<file path="src/rtl/adc_frame_packer_if.sv">
// Byte-wide valid/ready stream from the frame packer to the serial transmitter.
interface adc_frame_packer_if;
  logic [7:0] tx_data;
  logic       tx_valid;
  logic       tx_ready;

  modport master (output tx_data, output tx_valid, input tx_ready);
  modport slave  (input tx_data, input tx_valid, output tx_ready);
endinterface

</file>
<file path="src/rtl/adc_frame_packer.sv">
// Packs two-channel ADC results into header/seq/ch1/ch2 byte frames with a one-deep pending buffer.
// Define FRAME_CHECKSUM_EN to append an XOR checksum byte to every frame.
//
// state | meaning
// IDLE  | no frame active, waiting for a rising edge on complete
// SEND  | streaming the active frame, byte index idx_q
module adc_frame_packer #(
  parameter int unsigned DATA_WIDTH  = 24,
  parameter logic [7:0]  HEADER_BYTE = 8'hA5
) (
  input  logic                  clk,
  input  logic                  rst,
  input  logic                  complete_i,
  input  logic [DATA_WIDTH-1:0] data_in_1_i,
  input  logic [DATA_WIDTH-1:0] data_in_2_i,
  input  logic                  clear_overrun_i,
  output logic                  frame_busy_o,
  output logic                  overrun_o,
  output logic [7:0]            drop_count_o,
  adc_frame_packer_if.master    tx
);
  localparam int unsigned NB        = DATA_WIDTH / 8;
  localparam int unsigned BASE_BITS = (2 + 2 * NB) * 8;
`ifdef FRAME_CHECKSUM_EN
  localparam int unsigned FL = 3 + 2 * NB;
`else
  localparam int unsigned FL = 2 + 2 * NB;
`endif
  localparam int unsigned   IW       = $clog2(FL);
  localparam logic [IW-1:0] LAST_IDX = IW'(FL - 1);

  typedef enum logic {IDLE, SEND} state_t;

  state_t                state_q, state_d;
  logic                  complete_q;
  logic [IW-1:0]         idx_q, idx_d;
  logic [7:0]            seq_q, seq_d;
  logic [DATA_WIDTH-1:0] act1_q, act1_d, act2_q, act2_d;
  logic [DATA_WIDTH-1:0] pend1_q, pend1_d, pend2_q, pend2_d;
  logic                  pend_full_q, pend_full_d;
  logic                  overrun_q, overrun_d;
  logic [7:0]            drop_q, drop_d, drop_base;
  logic                  rise, accept, last_accept, drop;
  logic [BASE_BITS-1:0]  base_vec;
  logic [FL*8-1:0]       frame_vec;

  assign rise        = complete_i & ~complete_q;
  assign accept      = (state_q == SEND) & tx.tx_ready;
  assign last_accept = accept & (idx_q == LAST_IDX);

  // seq_q only advances on the final accept, exactly when the next frame loads,
  // so it always equals the sequence number of the active frame.
  assign base_vec = {HEADER_BYTE, seq_q, act1_q, act2_q};

`ifdef FRAME_CHECKSUM_EN
  logic [7:0] csum;
  always_comb begin
    csum = 8'h00;
    for (int i = 0; i < int'(BASE_BITS / 8); i++) csum = csum ^ base_vec[8*i +: 8];
  end
  assign frame_vec = {base_vec, csum};
`else
  assign frame_vec = base_vec;
`endif

  assign tx.tx_valid  = (state_q == SEND);
  assign tx.tx_data   = (state_q == SEND) ? frame_vec[(FL - 1 - 32'(idx_q)) * 8 +: 8] : 8'h00;
  assign frame_busy_o = (state_q == SEND);
  assign overrun_o    = overrun_q;
  assign drop_count_o = drop_q;

  always_ff @(posedge clk or posedge rst) begin
    if (rst) begin
      state_q     <= IDLE;
      complete_q  <= 1'b0;
      idx_q       <= '0;
      seq_q       <= 8'h00;
      act1_q      <= '0;
      act2_q      <= '0;
      pend1_q     <= '0;
      pend2_q     <= '0;
      pend_full_q <= 1'b0;
      overrun_q   <= 1'b0;
      drop_q      <= 8'h00;
    end else begin
      state_q     <= state_d;
      complete_q  <= complete_i;
      idx_q       <= idx_d;
      seq_q       <= seq_d;
      act1_q      <= act1_d;
      act2_q      <= act2_d;
      pend1_q     <= pend1_d;
      pend2_q     <= pend2_d;
      pend_full_q <= pend_full_d;
      overrun_q   <= overrun_d;
      drop_q      <= drop_d;
    end
  end

  always_comb begin
    state_d     = state_q;
    idx_d       = idx_q;
    seq_d       = seq_q;
    act1_d      = act1_q;
    act2_d      = act2_q;
    pend1_d     = pend1_q;
    pend2_d     = pend2_q;
    pend_full_d = pend_full_q;
    drop        = 1'b0;
    case (state_q)
      IDLE: begin
        if (rise) begin
          act1_d  = data_in_1_i;
          act2_d  = data_in_2_i;
          idx_d   = '0;
          state_d = SEND;
        end
      end
      SEND: begin
        if (accept && !last_accept) idx_d = idx_q + 1'b1;
        if (last_accept) begin
          seq_d = seq_q + 8'd1;
          idx_d = '0;
          if (pend_full_q) begin
            act1_d = pend1_q;
            act2_d = pend2_q;
            if (rise) begin
              pend1_d = data_in_1_i;
              pend2_d = data_in_2_i;
            end else begin
              pend_full_d = 1'b0;
            end
          end else if (rise) begin
            act1_d = data_in_1_i;
            act2_d = data_in_2_i;
          end else begin
            state_d = IDLE;
          end
        end else if (rise) begin
          if (!pend_full_q) begin
            pend1_d     = data_in_1_i;
            pend2_d     = data_in_2_i;
            pend_full_d = 1'b1;
          end else begin
            drop = 1'b1;
          end
        end
      end
      default: state_d = IDLE;
    endcase
  end

  // A drop in the same cycle as clear_overrun_i wins over the clear.
  always_comb begin
    drop_base = clear_overrun_i ? 8'h00 : drop_q;
    overrun_d = overrun_q & ~clear_overrun_i;
    drop_d    = drop_base;
    if (drop) begin
      overrun_d = 1'b1;
      if (drop_base != 8'hFF) drop_d = drop_base + 8'd1;
    end
  end
endmodule

</file>
<file path="src/flat_wrapper.sv">
// flat-port wrapper written by rule: the top's interface ports become plain ports
module adc_frame_packer_flat 
#(
  parameter int unsigned DATA_WIDTH  = 24,
  parameter logic [7:0]  HEADER_BYTE = 8'hA5
)
  (clk, rst, complete_i, data_in_1_i, data_in_2_i, clear_overrun_i, frame_busy_o, overrun_o, drop_count_o, tx_tx_data, tx_tx_valid, tx_tx_ready);
  adc_frame_packer_if tx_i ();
  input  logic clk;
  input  logic rst;
  input  logic complete_i;
  input  logic [DATA_WIDTH-1:0] data_in_1_i;
  input  logic [DATA_WIDTH-1:0] data_in_2_i;
  input  logic clear_overrun_i;
  output logic frame_busy_o;
  output logic overrun_o;
  output logic [7:0] drop_count_o;
  output wire logic [$bits(tx_i.tx_data)-1:0] tx_tx_data;
  output wire logic [$bits(tx_i.tx_valid)-1:0] tx_tx_valid;
  input wire logic [$bits(tx_i.tx_ready)-1:0] tx_tx_ready;
  assign tx_tx_data = tx_i.tx_data;
  assign tx_tx_valid = tx_i.tx_valid;
  assign tx_i.tx_ready = tx_tx_ready;
  adc_frame_packer #(.DATA_WIDTH(DATA_WIDTH), .HEADER_BYTE(HEADER_BYTE)) u_core (.clk(clk), .rst(rst), .complete_i(complete_i), .data_in_1_i(data_in_1_i), .data_in_2_i(data_in_2_i), .clear_overrun_i(clear_overrun_i), .frame_busy_o(frame_busy_o), .overrun_o(overrun_o), .drop_count_o(drop_count_o), .tx(tx_i));
endmodule
</file>
<file path="config.mk">
export PLATFORM = sky130hd
export DESIGN_NAME = adc_frame_packer_flat
export DESIGN_NICKNAME = d
export VERILOG_FILES = /design/src/rtl/adc_frame_packer_if.sv /design/src/rtl/adc_frame_packer.sv /design/src/flat_wrapper.sv
export SDC_FILE = /design/constraint.sdc
export NUM_CORES = 1
export LEC_CHECK = 0
export ABC_AREA = 1
export CAP_MARGIN = 20
export CORE_ASPECT_RATIO = 1.4
export CORE_MARGIN = 5
export CORE_UTILIZATION = 45
export DETAILED_ROUTE_END_ITERATION = 7
export PLACE_DENSITY = 0.72
export SYNTH_ARGS = -nofsm -noshare
export SYNTH_HDL_FRONTEND = slang
export SYNTH_SLANG_ARGS = --single-unit
</file>
<file path="constraint.sdc">
create_clock -name clk -period 3.9 [get_ports clk]
set_input_delay 0.39 -clock clk [delete_from_list [all_inputs] [get_ports clk]]
set_output_delay 0.39 -clock clk [all_outputs]
set_load 0.02 [all_outputs]
</file>
==> impl_metrics.ini <==
[outcome]
status = finished clean

[sta]
final.period_utilization = 0.8903
relSlewSlack = 0.4402
fmax_mhz = 288.0
final-hold-violation-count = 0
skew_ps = 5.698
setup_slack_ps = 427.8
worstMarginPinSlew_ps = 838.8
rsz0062_at_grt = no
fin_tns_setup_ps = 0
min_period_ps = 3472
slew_violations = 0
finalSetupViolCount = 0
holdWs_ps = 479.4

[drt]
vias = 5212
totalWireLength_um = 14570
highest_layer = met4
drtIter0Drc = 356
dr.pass1.iters = 4
wl_met2_um = 7563
met3WireLength_um = 551
drc = 0
post_drt_via_cell_ratio = 5.065
ant_nets = 0
routedWlPerCell_um = 14.16
wl_met1_um = 6107

[synth]
synth.cell_area_um2 = 5957
synth.distinct_cells = 23
ys_seq_elements = 119
yosys.area.top_type = dfrtp_1
synth_top_flop_cell = dfrtp_1
synth.yosys.seq_area_share = 0.4999
synth_cells = 786
synth-edff-count = 0
ys_warn_count = 0
synth.avg_cell_area_um2 = 7.579
async_reset_ff_frac = 1.000
yosys-top-cells-area = dfrtp_1, nand2_1, o21ai_0
postSynthNetCount = 842
yosys.area.top_type_share = 0.4999

[floorplan]
rows = 49
die_x_um = 107.2
dieHeight_um = 146.1
ioPinCount = 72
placeableCoreArea_um2 = 12940
start_util = 0.4605
die_area_um2 = 15670

[layout]
multi_input_area_um2 = 2298
fillers = 1144
drive_above_1_share = 0.05053
seqCellArea_um2 = 2978
finalNetCount = 895
utilization = 0.5716
syn2layout_area_growth_pct = 24.13
insertedDiodeCount = 0

[global_routing]
grt.overflow.total = 0
grt_pass1_wl_um = 24250
grt_max_degree = 69
grt_pass1_vias = 4993
antenna_found_initial = 0
grt.total_usage = 0.1940

[worst_hold_path]
min_path_type = reg -> reg

[placed_design]
hpwl_um = 10060
dp_worst_setup_slack_ps = 872.5
io_buffers = 71
gp_congestion = 0.9017

[setup_path]
arrival_ps = 3080
crit_path_max_fanout = 30
required_ps = 3510
path_class = reg -> out
critPathLaunchType = flop
end_kind = output pin

[clocking]
cts_buffer_depth = 2
clock_latency_ps = 410
postCtsSetupRepairBufs = 0
clock-root-buffer = clkbuf_16
clkTransAtPathRegs_ps = 50
ctsHoldBuffers = 0
cts_inserted_buffers = 17
cts_tree = done
cts_resized = 0
clkSinkCount = 119
htreeDepth = 4

[power]
power_density_nw_per_um2 = 706.9
leakage_uw = 0.003490
vdd_drop_max_v = 0.0005072

[flow_run]
drv_cap = 0
metal layers:
metal,track usage,vias up
met1,0.2334,2459
li1,-,2615
met2,0.3362,117
met5,0,-
met4,0.08893,0
met3,0.03180,21
layout by cell type (no fill, tap or decap), types with 2 or more instances in the layout:
cell	count
o21ai_1	41
clkinv_2	3
ha_1	3
nand2_1	181
buf_4	8
o21ai_0	128
bufinv_16	5
inv_1	119
nor2_1	34
clkbuf_8	2
nand3_2	2
nand3_1	78
clkbuf_16	17
inv_2	2
xnor2_1	3
nand4_1	4
o31ai_1	4
dfrtp_1	119
clkinv_1	2
a31oi_1	4
clkdlybuf4s50_1	71
xor2_1	3
a21oi_1	9
clkbuf_1	3
worst max-delay path: stages (launching register included):
cell             delay, ps
dfrtp_1                690
inv_1                  780
nor2_1                 120
o21ai_0                190
nand2_1                 60
nor2_1                 180
clkdlybuf4s50_1        640
sequential cells by signal (all words and copies together), names as in the netlist:
register / cells
u_core.pend2_q: 24
u_core.drop_count_o: 8
u_core.act2_q: 24
u_core.complete_q: 1
u_core.pend1_q: 24
u_core.pend_full_q: 1
u_core.seq_q: 8
u_core.idx_q: 3
u_core.act1_q: 24
u_core.overrun_o: 1
u_core.frame_busy_o: 1
report_power, final:
part           leakage (µW)  total, µW  switching [µW]  internal (µW)
sequential          0.00141       2080             384           1690
combinational       0.00177       1450             849            604
clock              0.000310       1700             538           1160
through the flow:
stage	instances	power (µW)	area (µm²)
after floorplan	786	2982	5957
after global placement	998	3504	6758
after detailed placement	998	3539	6758
after CTS	1029	5260	7395
after global routing	1029	5567	7395
final	1029	5227	7395
cells by family after synthesis:
family,after synthesis,share of synthesized area
flip-flops,119,0.4999
AND/OR/NAND/NOR,301,0.2105
adder cells (fa/ha/maj),3,0.006302
buffers and inverters,170,0.1143
XOR/XNOR,6,0.008823
AO/OA/AOI/OAI,187,0.1603
final cells by class:
type	instances	share of cell area
inverters	124	0.06328
multi-input cells	497	0.3108
clock inverters	9	0.02335
repair buffers	80	0.1069
flip-flops and latches	119	0.4027
well taps	178	0.03012
clock buffers	22	0.06277
path summary, 6_finish.rpt:
check / cells after the start / slack (ps) / end / startpoint
max in group asynchronous: 3 / 2620 / u_core.act1_q[21] / rst
hold / removal: 2 / 480 / u_core.overrun_o / u_core.overrun_o
hold reg to reg: 2 / 480 / u_core.overrun_o / u_core.overrun_o
min in group asynchronous: 2 / 510 / u_core.pend1_q[3] / rst
setup reg to reg: 10 / 880 / u_core.act2_q[22] / u_core.idx_q[0]
setup / recovery: 6 / 430 / tx_tx_data[4] / u_core.idx_q[0]
synth_stat cells, types with 8 or more instances:
cell	number
nand2_1	181
o21ai_0	128
inv_1	120
dfrtp_1	119
nand3_1	78
o21ai_1	41
nor2_1	34
clkbuf_1	28
buf_2	10
a21oi_1	9
buf_4	8
No activity file was read; power rests on OpenSTA's default activity.
